File: src/rtl/picorv32_mem_arbiter.sv
`default_nettype none
// ============================================================================
// Module   : picorv32_mem_arbiter
// Brief    : Two-requester arbiter for one picorv32 native memory port, with
//            optional round-robin priority and a bounded-wait abort.
// Revision : 1.0 - initial release
// ============================================================================
module picorv32_mem_arbiter #(
    parameter int ROUND_ROBIN    = 1,
    parameter int TIMEOUT_CYCLES = 1024
) (
    input  logic        clk,
    input  logic        reset,

    input  logic        m0_valid,
    input  logic        m0_instr,
    input  logic [31:0] m0_addr,
    input  logic [31:0] m0_wdata,
    input  logic [3:0]  m0_wstrb,
    output logic        m0_ready,
    output logic [31:0] m0_rdata,
    output logic        m0_err,

    input  logic        m1_valid,
    input  logic        m1_instr,
    input  logic [31:0] m1_addr,
    input  logic [31:0] m1_wdata,
    input  logic [3:0]  m1_wstrb,
    output logic        m1_ready,
    output logic [31:0] m1_rdata,
    output logic        m1_err,

    output logic        s_valid,
    output logic        s_instr,
    output logic [31:0] s_addr,
    output logic [31:0] s_wdata,
    output logic [3:0]  s_wstrb,
    input  logic        s_ready,
    input  logic [31:0] s_rdata,

    output logic [1:0]  grant,
    output logic [7:0]  timeout_cnt
);

    localparam logic [1:0] c_ST_IDLE   = 2'd0;
    localparam logic [1:0] c_ST_GRANT0 = 2'd1;
    localparam logic [1:0] c_ST_GRANT1 = 2'd2;

    logic [1:0] r_state;
    logic       r_prio;
    logic [7:0] r_timeout_cnt;

    logic       w_gnt0;
    logic       w_gnt1;
    logic       w_granted;
    logic       w_timeout;
    logic       w_done;
    logic       w_pick1;

    assign w_gnt0    = (r_state == c_ST_GRANT0);
    assign w_gnt1    = (r_state == c_ST_GRANT1);
    assign w_granted = w_gnt0 | w_gnt1;
    // A slave response in the final wait cycle beats the abort.
    assign w_done    = w_granted & (s_ready | w_timeout);

    always_comb begin
        w_pick1 = 1'b0;
        if (m1_valid) begin
            if (!m0_valid) begin
                w_pick1 = 1'b1;
            end else if (ROUND_ROBIN != 0) begin
                w_pick1 = r_prio;
            end
        end
    end

    generate
        if (TIMEOUT_CYCLES > 0) begin : g_timeout
            localparam int c_WAIT_W = (TIMEOUT_CYCLES > 1) ? $clog2(TIMEOUT_CYCLES) : 1;
            localparam logic [c_WAIT_W-1:0] c_WAIT_LAST = c_WAIT_W'(TIMEOUT_CYCLES - 1);

            logic [c_WAIT_W-1:0] r_wait;

            always_ff @(posedge clk) begin
                if (reset || !w_granted) begin
                    r_wait <= '0;
                end else if (!s_ready) begin
                    r_wait <= r_wait + 1'b1;
                end
            end

            assign w_timeout = w_granted & ~s_ready & (r_wait == c_WAIT_LAST);
        end else begin : g_no_timeout
            assign w_timeout = 1'b0;
        end
    endgenerate

    always_ff @(posedge clk) begin
        if (reset) begin
            r_state       <= c_ST_IDLE;
            r_prio        <= 1'b0;
            r_timeout_cnt <= 8'd0;
        end else begin
            case (r_state)
                c_ST_IDLE: begin
                    if (m0_valid || m1_valid) begin
                        r_state <= w_pick1 ? c_ST_GRANT1 : c_ST_GRANT0;
                    end
                end
                c_ST_GRANT0, c_ST_GRANT1: begin
                    if (w_done) begin
                        r_state <= c_ST_IDLE;
                        // Hand priority to the requester that did not just finish.
                        if (ROUND_ROBIN != 0) begin
                            r_prio <= w_gnt0;
                        end
                    end
                    if (w_timeout && (r_timeout_cnt != 8'hFF)) begin
                        r_timeout_cnt <= r_timeout_cnt + 8'd1;
                    end
                end
                default: r_state <= c_ST_IDLE;
            endcase
        end
    end

    assign s_valid = w_granted;
    assign s_instr = (w_gnt0 & m0_instr) | (w_gnt1 & m1_instr);
    assign s_addr  = w_gnt0 ? m0_addr  : (w_gnt1 ? m1_addr  : 32'd0);
    assign s_wdata = w_gnt0 ? m0_wdata : (w_gnt1 ? m1_wdata : 32'd0);
    assign s_wstrb = w_gnt0 ? m0_wstrb : (w_gnt1 ? m1_wstrb : 4'd0);

    // Return path is combinational so the requester sees the slave's cycle.
    assign m0_ready = w_gnt0 & w_done;
    assign m1_ready = w_gnt1 & w_done;
    assign m0_err   = w_gnt0 & w_timeout;
    assign m1_err   = w_gnt1 & w_timeout;
    assign m0_rdata = (w_gnt0 & s_ready) ? s_rdata : 32'd0;
    assign m1_rdata = (w_gnt1 & s_ready) ? s_rdata : 32'd0;

    assign grant       = {w_gnt1, w_gnt0};
    assign timeout_cnt = r_timeout_cnt;

endmodule
`default_nettype wire

File: config.mk
export PLATFORM = sky130hd
export DESIGN_NAME = picorv32_mem_arbiter
export DESIGN_NICKNAME = d
export VERILOG_FILES = /design/src/rtl/picorv32_mem_arbiter.sv
export SDC_FILE = /design/constraint.sdc
export NUM_CORES = 1
export LEC_CHECK = 0
export BUFFER_PORTS_ARGS = -buffer_cell sky130_fd_sc_hd__buf_2
export CAP_MARGIN = 25
export CELL_PAD_IN_SITES_DETAIL_PLACEMENT = 0
export CELL_PAD_IN_SITES_GLOBAL_PLACEMENT = 1
export CORE_AREA = 2 2 125 127
export DETAILED_ROUTE_END_ITERATION = 8
export DIE_AREA = 0 0 127 129
export PLACE_DENSITY = 0.8
export SYNTH_ARGS = -nofsm -noshare
export SYNTH_HDL_FRONTEND = slang
export SYNTH_SLANG_ARGS = --single-unit
File: constraint.sdc
create_clock -name clk -period 3 [get_ports clk]
set_clock_uncertainty 0.2 [all_clocks]
set_input_delay 0.45 -clock clk [delete_from_list [all_inputs] [get_ports clk]]
set_output_delay 0.45 -clock clk [all_outputs]
set_load 0.03 [all_outputs]
==> run metrics <==
Cell variety after synth=38; Detail Placement HPWL=12100 um; main combinational cell family by area after synthesis=compound AO/OA/AOI/OAI gates; total wire length=14400 um; adder-cell share of the synthesized area=2.80%; remaining antenna violation count after routing=0; io pins=323; M1 WL=6110 um; crit-path max FO=5; post-synthesis mux area share=0.896%; Tcrit/Tclk final=93.0%; post-synthesis cell count=290; Setup WS pre-CTS=0.419 ns; Buf/Inv on CP=3; Initial Util=14.9%; max layer used=met5; Slew @ Worst Pin=0.612 ns; Slew headroom=58.7%; Synth Area in Compound Gates=34.9%; CP Class=reg2out; Power Dens Cells=414 nW/um2; Area Growth Syn to Fin=84.3%; Reg power frac=17.1%; asr flop ratio synth=0%; metal2 WL=6140 um; setup tns final=0 ns; H-tree Lvls=1; global-route wire length before repair=19000 um; grt ovf=0; Top FF cell, synth=dfxtp_1; yosys warns=0; FF+latch area=420 um2; # rows=45; Tot Pwr=1700 uW; Max Slew Vio Count=0; Worst path most repeated cell=inv_1; DRT iter0 DRCs=194; Sw Share=50.9%; Largest stage delay, worst path=0.62 ns; fin crit period=2.79 ns; delay-heaviest family, CP=compound AO/OA/AOI/OAI gates; initial antenna violation count=3; total setup buffers inserted after CTS=0; Mapped Area=2230 um2; worst-path cell chain=inv_1 > ha_1 > inv_1 > o41ai_1 > and2_1 > buf_2; Die X=127 um; cts-stage hold buffer count=0; status=complete, no violations; CP Launch Type=register; final setup margin=0.209 ns; Longest Clk Path Bufs=2; Max Clk Rate=358 MHz; Clock Pin Slew Worst Setup and Hold Paths=0.06 ns; combinational power share=66.3%; register area share after synthesis=18.8%; Post-synth EDFFs=0; WL met3=2110 um; Routability Congestion=0.803; clock buffer count from CTS=3; crit path DAT=2.14 ns; CTS tree=built; synthesized flop and latch total=21; clock share of power=16.6%; Max Cap Violations=0; vias after detailed routing=3504; total clock sinks=21; final setup fails=0; vias per cell=4.51; number of global-route vias before repair=3067; worst vdd ir=0.173 mV; pin count of the biggest net entering global routing=81; Simple-Gate Fraction of Synth Area=32.4%; Worst path slowest cell=o41ai_1; Multi-input gate area=1670 um2; CP required=2.35 ns; WL per Instance=18.5 um; DRT Pass-1 Iters=4; P_leak=0.00254 uW; Post-route DRC=0; die area=16400 um2; Core Area=15000 um2; ratio of cells with drive above 1 in the final layout=57.6%; Min-Delay Path Class=reg2reg; Final Hold Fails=0; Mapped Nets=470; Mean Syn Cell Area=7.70 um2; Die Y=129 um; XOR/XNOR share of the synthesized area=2.75%; CP endpoint kind=primary output; I/O Buffers=322; Global Route Usage Sum=15.6%; RSZ-0062 raised after global routing=no; Int Pwr=836 uW; NetSw=866 uW; Root Buffer=clkbuf_16; Nets=768; Layout fillers=1646; clk_lat worst skew=0.25 ns
-- placed cells by master (no fill, tap or decap), types with 4 or more instances in the layout --
cell type / n
buf_2: 322
a22o_1: 69
and3_1: 65
dfxtp_1: 21
nor2_1: 10
a21oi_1: 9
inv_1: 7
nand2_1: 7
o21ai_0: 7
and2_1: 5
nor2b_1: 4
o31ai_1: 4
xor2_1: 4
ha_1: 4
-- per-stage QoR --
step | instance area, um2 | util, % | instances | hold WS [ns]
3_3_place_gp | 4020 | 26.9 | 771 | 0.286
5_1_grt | 4110 | 27.4 | 775 | 0.339
3_5_place_dp | 4020 | 26.9 | 771 | 0.296
6_report | 4120 | 27.5 | 777 | 0.309
4_1_cts | 4100 | 27.4 | 775 | 0.305
2_1_floorplan | 2230 | - | 290 | 0.271
-- repair_timing --
action,CTS,global route
resized for setup,0,1
setup endpoints to repair,0,2
endpoints found under the hold margin,0,0
-- layout make-up --
cell class	instances	share of cell area, %
antenna	2	0.122
inverter	7	0.638
multi-input combinational	228	40.7
clock inverter	1	0.122
sequential	21	10.2
clock buffer	3	1.82
timing repair buffer	327	40.7
tap	188	5.72
-- synthesized netlist by cell type, drive strengths merged, types with 3 or more instances --
cell type	number	area share (%)
inv	7	1.2
nor2	10	1.7
o21ai	8	1.8
nor2b	5	1.4
nand3	3	0.67
a21oi	9	2.0
buf	5	1.3
a22o	69	27
dfxtp	21	19
or3	6	2.0
clkbuf	29	4.9
nand4	4	1.8
and2	5	1.4
nand2	7	1.2
o31ai	4	1.3
ha	5	2.8
and3	65	18
xor2	4	1.6
or4	3	1.0
xnor2	3	1.2
-- power groups by stage --
stage | Clock (uW) | Sequential, uW | Combinational (uW)
6_report | 283 | 291 | 1130
2_1_floorplan | 0 | 295 | 708
3_3_place_gp | 0 | 297 | 1130
5_1_grt | 306 | 291 | 1200
3_5_place_dp | 0 | 297 | 1120
4_1_cts | 293 | 291 | 1130
-- state kept, by name (all words and copies together), names as in the netlist --
register,flops
g_timeout.r_wait,10
timeout_cnt,8
r_state,2
r_prio,1
-- worst min-delay path, cell delays in order (launching register included) --
cell and delay, ns:
dfxtp_1 0.32, o21ai_0 0.08, a21oi_1 0.06
-- final timing paths --
check	from	end	slack, ns	cells past startpoint
worst max-delay path	r_state[0]	m0_ready	0.21	6
worst min-delay path	g_timeout.r_wait[7]	g_timeout.r_wait[7]	0.31	2
worst max register to register	r_state[0]	timeout_cnt[4]	0.76	7
worst min register to register	g_timeout.r_wait[7]	g_timeout.r_wait[7]	0.31	2
-- cells by family (layout without fill, tap and decap cells) --
kind of cell             after synthesis  in the layout
multiplexers                           2              2
XOR/XNOR                               7              7
AO/OA/AOI/OAI                         97             97
adder cells (fa/ha/maj)                5              5
buffers and inverters                 41            338
AND/OR/NAND/NOR                      117            117
other                                  0              2
flip-flops                            21             21
-- layer usage --
metal	GRT usage, %	vias up
li1	-	1722
met1	20.5	1591
met2	23.1	181
met3	9.65	8
met4	0.517	2
met5	0	-
Note: power is estimated with default switching activity, not from simulation.
